### config.mk
export PLATFORM = sky130hd
export DESIGN_NAME = seq_pattern_gen
export DESIGN_NICKNAME = d
export VERILOG_FILES = /design/src/rtl/seq_pattern_pkg.sv /design/src/rtl/seq_pattern_gen_tick_timer.sv /design/src/rtl/seq_pattern_gen.sv
export SDC_FILE = /design/constraint.sdc
export NUM_CORES = 1
export LEC_CHECK = 0
export ABC_AREA = 1
export CAP_MARGIN = 20
export CORE_MARGIN = 4
export CORE_UTILIZATION = 48
export DETAILED_ROUTE_END_ITERATION = 12
export GPL_TIMING_DRIVEN = 1
export PLACE_DENSITY = 0.77
export RECOVER_POWER = 100
export SLEW_MARGIN = 20
export SYNTH_ARGS = -nofsm -noshare
export SYNTH_HDL_FRONTEND = slang
export SYNTH_SLANG_ARGS = --single-unit
### constraint.sdc
create_clock -name clk -period 1.7 [get_ports clk]
set_input_delay 0.17 -clock clk [delete_from_list [all_inputs] [get_ports clk]]
set_output_delay 0.17 -clock clk [all_outputs]
set_load 0.1 [all_outputs]
### src/rtl/seq_pattern_pkg.sv
// rtl/seq_pattern_pkg.sv - shared types and the 13-event pattern table for seq_pattern_gen
package seq_pattern_pkg;

    typedef enum logic [1:0] {
        IDLE = 2'd0,
        RUN  = 2'd1,
        HOLD = 2'd2
    } state_e;

    localparam int NUM_EVENTS      = 13;
    localparam int TOTAL_GAP_TICKS = 39;
    localparam logic [3:0] LAST_STEP = 4'd12;

    // sig_id: 0=i1, 1=i2, 2=i3, 3=i4; gap_ticks is the distance to the next event
    typedef struct packed {
        logic [1:0] sig_id;
        logic       value;
        logic [2:0] gap_ticks;
    } event_t;

    localparam event_t EVENT_TABLE [NUM_EVENTS] = '{
        '{2'd2, 1'b1, 3'd5},
        '{2'd0, 1'b1, 3'd2},
        '{2'd2, 1'b0, 3'd1},
        '{2'd3, 1'b1, 3'd3},
        '{2'd0, 1'b0, 3'd5},
        '{2'd1, 1'b1, 3'd5},
        '{2'd0, 1'b1, 3'd5},
        '{2'd3, 1'b0, 3'd3},
        '{2'd2, 1'b1, 3'd3},
        '{2'd3, 1'b1, 3'd2},
        '{2'd1, 1'b0, 3'd2},
        '{2'd0, 1'b0, 3'd3},
        '{2'd2, 1'b0, 3'd0}
    };

    function automatic logic [3:0] apply_event(input logic [3:0] pattern, input event_t ev);
        logic [3:0] result;
        result = pattern;
        result[ev.sig_id] = ev.value;
        return result;
    endfunction

endpackage

### src/rtl/seq_pattern_gen_tick_timer.sv
// rtl/seq_pattern_gen_tick_timer.sv - loadable down-counter that saturates at zero
module tick_timer #(
    parameter int CNT_W = 16
) (
    input  logic             clk,
    input  logic             reset,
    input  logic             load_i,
    input  logic [CNT_W-1:0] load_val_i,
    output logic             expire_o
);

    logic [CNT_W-1:0] cnt_q;
    logic [CNT_W-1:0] cnt_d;

    always_comb begin
        cnt_d = cnt_q;
        if (load_i) begin
            cnt_d = load_val_i;
        end else if (cnt_q != '0) begin
            cnt_d = cnt_q - 1'b1;
        end
    end

    always_ff @(posedge clk or posedge reset) begin
        if (reset) begin
            cnt_q <= '0;
        end else begin
            cnt_q <= cnt_d;
        end
    end

    assign expire_o = (cnt_q == '0);

endmodule

### src/rtl/seq_pattern_gen.sv
// rtl/seq_pattern_gen.sv - replays the 13-event i1..i4 pattern on start, then pulses done
module seq_pattern_gen
    import seq_pattern_pkg::*;
#(
    parameter int CYCLES_PER_TICK = 4,
    parameter int HOLD_TICKS      = 2,
    parameter int CNT_W           = 16
) (
    input  logic       clk,
    input  logic       reset,
    input  logic       start,
    input  logic       abort,
    output logic       i1,
    output logic       i2,
    output logic       i3,
    output logic       i4,
    output logic       busy,
    output logic       done,
    output logic [3:0] step
);

    localparam logic [CNT_W-1:0] FIRST_LOAD =
        CNT_W'(int'(EVENT_TABLE[0].gap_ticks) * CYCLES_PER_TICK - 1);
    localparam logic [CNT_W-1:0] HOLD_LOAD = CNT_W'(HOLD_TICKS * CYCLES_PER_TICK - 1);
    localparam logic [3:0] FIRST_PATTERN = apply_event(4'b0000, EVENT_TABLE[0]);

    state_e           state_q;
    logic [3:0]       pattern_q;
    logic [3:0]       pattern_d;
    logic             busy_q;
    logic             done_q;
    logic [3:0]       step_q;

    logic [3:0]       next_step;
    event_t           next_ev;
    logic [CNT_W-1:0] next_load;
    logic             tmr_load;
    logic [CNT_W-1:0] tmr_load_val;
    logic             tmr_expire;

    assign next_step = step_q + 4'd1;
    assign next_ev   = (next_step <= LAST_STEP) ? EVENT_TABLE[next_step] : '0;
    assign next_load = (next_step == LAST_STEP) ? HOLD_LOAD
                     : CNT_W'(int'(next_ev.gap_ticks) * CYCLES_PER_TICK - 1);
    assign pattern_d = apply_event(pattern_q, next_ev);

    // Abort parks the counter at zero so a later start always loads from a clean state.
    always_comb begin
        tmr_load     = 1'b0;
        tmr_load_val = '0;
        unique case (state_q)
            IDLE: begin
                if (start) begin
                    tmr_load     = 1'b1;
                    tmr_load_val = FIRST_LOAD;
                end
            end
            RUN: begin
                if (abort) begin
                    tmr_load = 1'b1;
                end else if (tmr_expire) begin
                    tmr_load     = 1'b1;
                    tmr_load_val = next_load;
                end
            end
            HOLD: begin
                if (abort) begin
                    tmr_load = 1'b1;
                end
            end
            default: begin
                tmr_load = 1'b1;
            end
        endcase
    end

    tick_timer #(
        .CNT_W(CNT_W)
    ) u_tick_timer (
        .clk        (clk),
        .reset      (reset),
        .load_i     (tmr_load),
        .load_val_i (tmr_load_val),
        .expire_o   (tmr_expire)
    );

    always_ff @(posedge clk or posedge reset) begin
        if (reset) begin
            state_q   <= IDLE;
            pattern_q <= '0;
            busy_q    <= 1'b0;
            done_q    <= 1'b0;
            step_q    <= '0;
        end else begin
            done_q <= 1'b0;
            unique case (state_q)
                IDLE: begin
                    if (start) begin
                        pattern_q <= FIRST_PATTERN;
                        step_q    <= '0;
                        busy_q    <= 1'b1;
                        state_q   <= RUN;
                    end
                end
                RUN: begin
                    if (abort) begin
                        pattern_q <= '0;
                        step_q    <= '0;
                        busy_q    <= 1'b0;
                        state_q   <= IDLE;
                    end else if (tmr_expire) begin
                        pattern_q <= pattern_d;
                        step_q    <= next_step;
                        if (next_step == LAST_STEP) begin
                            state_q <= HOLD;
                        end
                    end
                end
                HOLD: begin
                    if (abort) begin
                        pattern_q <= '0;
                        step_q    <= '0;
                        busy_q    <= 1'b0;
                        state_q   <= IDLE;
                    end else if (tmr_expire) begin
                        done_q    <= 1'b1;
                        pattern_q <= '0;
                        step_q    <= '0;
                        busy_q    <= 1'b0;
                        state_q   <= IDLE;
                    end
                end
                default: begin
                    pattern_q <= '0;
                    step_q    <= '0;
                    busy_q    <= 1'b0;
                    state_q   <= IDLE;
                end
            endcase
        end
    end

    assign i1   = pattern_q[0];
    assign i2   = pattern_q[1];
    assign i3   = pattern_q[2];
    assign i4   = pattern_q[3];
    assign busy = busy_q;
    assign done = done_q;
    assign step = step_q;

endmodule

# Yosys cells after proc, flatten, opt, wreduce, memory -nomap -nowiden
# Memory sizes are Yosys's and may differ from the RTL's.
# Cells that the tools add are included.
# Widths: inputs -> output; s select.
[totals] mem_bits_ro=96 reg_bits=28 inputBits=4 output_inout_bits=10 elab_cells=73 latchBits=0 n_memories=1 mem_bits_rw=0
[mem_list] name="(name not given)" depth=16 word_bits=6 read_ports=1 rd_ports_with_merged_regs=0 wr=0 line="seq_pattern_gen.sv:42" source="assign next_ev = (next_step <= LAST_STEP) ? EVENT_TABLE[next_step] : '0;"
[classes] div_mod_pow=0 n_addsub=3 magnitude_cmp=4 mul=0 muxes=42 n_bitwise=1 shifts=0 eq_ne=8 n_reduce_logical=8
[ops] op="$mux 16" n=5
[ops] op="$mux 4" n=8
[ops] op="$pmux 16 s2" n=1
[ops] op="$pmux 4 s3" n=2
[ops] op="$mux 6" n=3
[ops] op="$logic_not 16->1" n=1
[ops] op="$reduce_bool 16->1" n=1
[ops] op="$sub 16x1->16 const B" n=1
[ops] op="$mux 2" n=6
[ops] op="$mux 1" n=11
[ops] op="$ne 3x3->1 const B" n=3
[ops] op="$pmux 1 s3" n=2
[ops] op="$pmux 2 s3" n=1
[ops] op="$reduce_and 3->1" n=2
[ops] op="$sub 5x1->6 const B" n=1
[ops] op="$ge 5x5->1 const B" n=1
[ops] op="$mux 5" n=1
[ops] op="$not 4->5" n=1
[ops] op="$add 4x1->4 const B" n=1
[ops] op="$bwmux 4" n=1
[ops] op="$eq 4x4->1 const B" n=1
[ops] op="$le 4x4->1 const B" n=1
[ops] op="$ne 2x2->1 const B" n=2
[ops] op="$reduce_and 4->1" n=1
[ops] op="other kinds (8)" n=8

# Depth between registers and ports, before layout
[logic_depth] ltp_word=14 depth_mapped=15

# By module
# A second synthesis with hierarchy kept.
[hier_totals] hier_cells=325 area_unflattened_um2=2270.9
[by_module_without_submodules] module="tick_timer" n_inst=1 area_per_inst_um2=1213.7 cells_per_inst=169
[by_module_without_submodules] module="seq_pattern_gen" n_inst=1 area_per_inst_um2=1057.3 cells_per_inst=156

# Worst setup path before layout
# Ideal clock, no wire load.
[synth_timing] kind="register to register" startpoint="register step_q[1], in the netlist step[1]" endpoint="register u_tick_timer.cnt_q[4]" setup_ns=0.119 t_arrival_ns=2.483 period_less_slack_ns=2.601 stages_incl_launch_ff=14 setup_slack_ns=-0.901 cell_sequence="dfrtp_1 > ha_1 > inv_1 > nand2_1 > nand2_2 > o21ai_0 > nand2_1 > ha_1 > xor2_1 > inv_1 > nand2_1 > nand2_1 > a21oi_1 > nor2_1"
[synth_between] elab_chain_cells=12
[synth_lines] item="start: declaration" line="seq_pattern_gen.sv:32" source="logic [3:0] step_q;"
[synth_lines] item="start signal: assignment" line="seq_pattern_gen.sv:113" source="step_q <= next_step;"
[synth_lines] item="$add 4x1->4 *" line="seq_pattern_gen.sv:41" source="assign next_step = step_q + 4'd1;"
[synth_lines] item="$not 4->5 (implied by the code)" line="seq_pattern_gen.sv:42"
[synth_lines] item="$mem_v2 16x6"
[synth_lines] item="$mux 6 (implied by the code) (2 in a row)" line="seq_pattern_gen.sv:42"
[synth_lines] item="$mux 6" line="seq_pattern_gen.sv:42"
[synth_lines] item="$sub 5x1->6" line="seq_pattern_gen.sv:44" source=": CNT_W'(int'(next_ev.gap_ticks) * CYCLES_PER_TICK - 1);"
[synth_lines] item="$mux 16 *" line="seq_pattern_gen.sv:43" source="assign next_load = (next_step == LAST_STEP) ? HOLD_LOAD"
[synth_lines] item="$mux 16 *" line="seq_pattern_gen.sv:61" source="end else if (tmr_expire) begin"
[synth_lines] item="$mux 16 *" line="seq_pattern_gen.sv:59" source="if (abort) begin"
[synth_lines] item="$pmux 16 s2 *" line="seq_pattern_gen.sv:51" source="unique case (state_q)"
[synth_lines] item="$mux 16 *" line="seq_pattern_gen_tick_timer.sv:17" source="if (load_i) begin"
[synth_lines] item="end signal: assignment" line="seq_pattern_gen_tick_timer.sv:28" source="cnt_q <= cnt_d;"
[synth_lines] item="end: declaration" line="seq_pattern_gen_tick_timer.sv:12" source="logic [CNT_W-1:0] cnt_q;"
# Every way passes the cells marked *; elsewhere a longest branch is shown, timed or not. The select of a mux whose other input is x is not followed.
# A chain may end at the register's enable or synchronous reset.

# Final worst setup path
[layout_timing] startpoint="register step_q[0], in the netlist step[0]" endpoint="register u_tick_timer.cnt_q[4]"
# Same word-level chain as after synthesis.

==> impl_metrics.ini <==
[outcome]
outcome = finished with violations
violations = negative setup slack

[synth]
synth_top_area_share = 0.338
muxShareOfSynthArea = 0
synth-compound-area-share = 0.102
avgSynthCellArea_um2 = 7.81
synth_cells = 265
postSynthNetCount = 277
seq_area_frac_synth = 0.338
synth_seq_cells = 28
synth_enable_flop_cells = 0
synth_area_leader_cell = dfrtp_1
synthSimpleGateAreaFrac = 0.370
netlist_area_mm2 = 0.00207
synth_warnings = 0
synth_xor_area_frac = 0.0634
synthTopCellsByArea = dfrtp_1 (34%), nand2_1 (13%), xor2_1 (5.1%)
ys_types = 33
async_flop_share = 1.00
yosys.area_share.adder = 0.0483
synth-main-ff-cell = dfrtp_1
synth_top_family_by_area = simple AND/OR/NAND/NOR gates

[timing]
finalHoldViolCount = 0
fin_skew_ps = 11.1
fin_ws_ps = -401
relSlewSlack = 0.526
drv_slew = 0
finalCritPeriodShare = 1.24
finalSetupViolCount = 22
fin_crit_ps = 2100
setup_tns_ps = -4280
tightest_slew_ps = 711
rsz0062_at_grt = yes
clock.fmax_mhz = 476
fin_hold_ws_ps = 496

[clock_tree]
ctsHoldBuffers = 0
clk_path_buf_depth = 2
cts_sinks = 28
clock_latency_ps = 290
cts_tree = yes
h-tree-depth = 1
clockRootBuffer = clkbuf_8
numCtsBuffers = 3
clk_pin_slew_ps = 110

[setup_path]
slowest_delay_ps = 560
critPathMaxFanout = 8
worstRegToRegCells = 13
crit_top_cell = nand2_1
rrSetupSlack_ps = -400
worstSetupPathType = reg -> reg
cp.arrival_ps = 2290
r2r-end = u_tick_timer.cnt_q[4]
crit_buf_inv = 1
cp-start-kind = flip-flop
slowest_stage = dfrtp_4
endpoint_kind = flip-flop
cp_top_family = flip-flops
crit_chain = ha_4, nand2_4, nand2_4, a21oi_2, nand2_1, nand2_2, ha_4, xor2_1, inv_1, nand2_1, nand2_1, a21oi_2, nor2_1
required_ps = 1890
crit-reg2reg-launch = step[0]

[cells_and_area]
fillers = 272
antenna_cells = 0
finalInstanceArea_mm2 = 0.00304
syn2layout_area_growth_pct = 46.6
layout-drive-gt1-share = 0.494
nets = 343

[floorplan]
rows = 23
die_h_um = 73.7
io_pins = 14
core_mm2 = 0.00409
start_util = 0.507
chipWidth_um = 73.7
die_area_mm2 = 0.00543

[placement]
io_buffer_count = 13
place_area_mm2 = 0.00266
place_hpwl_um = 3550
place.gp.congestion = 0.888

[global_route]
track_usage = 0.208
grt_pass1_wl_um = 8810
antenna_found_initial = 0
grt_pass1_vias = 1991
overflow = 0
grt_max_degree = 29

[detailed_routing]
drt-met1-wl_um = 2500
drc = 0
vias = 2033
wl_met3_um = 243
drt_iter0_markers = 146
route.met2.wl_um = 2980
drtPass1Iterations = 4
drt-total-wl_um = 5870
drt-wirelength-per-cell_um = 15.5
ant_nets = 0
top_layer = met4
vias_per_cell = 5.35

[power_and_ir_drop]
power.leakage_nw = 1.44
power_mw = 4.68
powerDensity_mw_per_mm2 = 1540
vdd_drop_max_v = 0.000912

[run]
cap_violations = 0

[hold_path]
hp-class = in -> async
[registers in the layout, indices dropped and copies added, names as in the netlist]
name	flops
state_q	2
step	4
pattern_q	4
done	1
u_tick_timer.cnt_q	16
busy	1
[layer usage]
layer	track usage	vias up
met3	0.0315	15
met1	0.256	977
li1	-	982
met2	0.372	59
met4	0.0563	0
met5	0	-
[timing repair]
item	CTS	global route
buffers inserted	2	10
setup endpoints to repair	27	27
gates resized for setup	24	40
pin swaps	9	17
hold endpoints to repair	0	0
[synthesized netlist by cell type (2+ instances only)]
library cell  instances
buf_6                 2
o22ai_1               2
a21oi_1               6
inv_2                 5
a21oi_2              11
xnor2_1               3
inv_4                 2
nor2_4                7
nand3_1              12
nand2_1              74
xor2_1               12
buf_4                 2
nor2_1               18
o211ai_1              2
nor2_2                3
nand2_4               3
inv_1                25
nand3_2               4
o21ai_0               9
nand4_1               6
ha_1                  8
dfrtp_1              28
nor3_1                3
nand2_2               8
nand3b_1              2
[worst max path at each step]
stage,startpoint,endpoint,cells after the start
after floorplan,step[1],u_tick_timer.cnt_q[4],13
after global placement,step[0],u_tick_timer.cnt_q[4],13
after detailed placement,step[0],u_tick_timer.cnt_q[4],13
after CTS,step[0],u_tick_timer.cnt_q[4],13
after global routing,step[0],u_tick_timer.cnt_q[4],14
final,step[0],u_tick_timer.cnt_q[4],13
[area by class of cell]
type                            count  area [um2]  share of cell area
Clock buffer                        3        41.3              0.0136
Clock inverter                      1        30.0             0.00989
Inverter                           32         148              0.0486
Multi-Input combinational cell    201        1430               0.472
Sequential cell                    28         712               0.235
Tap cell                           50        62.6              0.0206
Timing Repair Buffer               65         609               0.201
[worst reg2reg max path: stages, from the launching register on]
cell and delay [ps]:
dfrtp_4 560, ha_4 220, nand2_4 80, nand2_4 60, a21oi_2 140, nand2_1 80
nand2_2 110, ha_4 130, xor2_1 190, inv_1 80, nand2_1 80, nand2_1 70
a21oi_2 120, nor2_1 60
[stage by stage]
step | util | setup slack [ps] | std cells
floorplan | - | -303 | 265
global placement | 0.651 | -139 | 364
detailed placement | 0.651 | -177 | 364
CTS | 0.692 | -178 | 370
global route | 0.743 | -439 | 380
finish | 0.743 | -401 | 380
[kinds of logic after synthesis]
family                     count (synthesis)
buffers and inverters                     36
xor gates and xnor gates                  15
and+or+nand+nor                          146
DFF                                       28
AOI/OAI and AO/OA                         32
adders and majority gates                  8
[where the power goes]
group / leakage [nW] / switching (mW) / internal (mW)
clock network: 0.0357 / 0.236 / 0.316
registers: 0.365 / 0.173 / 0.844
logic: 1.04 / 1.79 / 1.31
[layout by cell type (no fill, tap or decap), types with 6 or more instances in the layout]
cell / n
nor2_4: 8
buf_12: 8
nand2_1: 62
nand3_1: 8
inv_2: 10
buf_4: 47
nor2_1: 14
ha_4: 6
inv_1: 14
a21oi_2: 13
nor2_2: 6
xor2_1: 12
dfrtp_1: 23
nand3_2: 7
nand2_4: 7
nand2_2: 16
inv_4: 6
nand4_1: 6
Note: power is estimated with default switching activity, not from simulation.
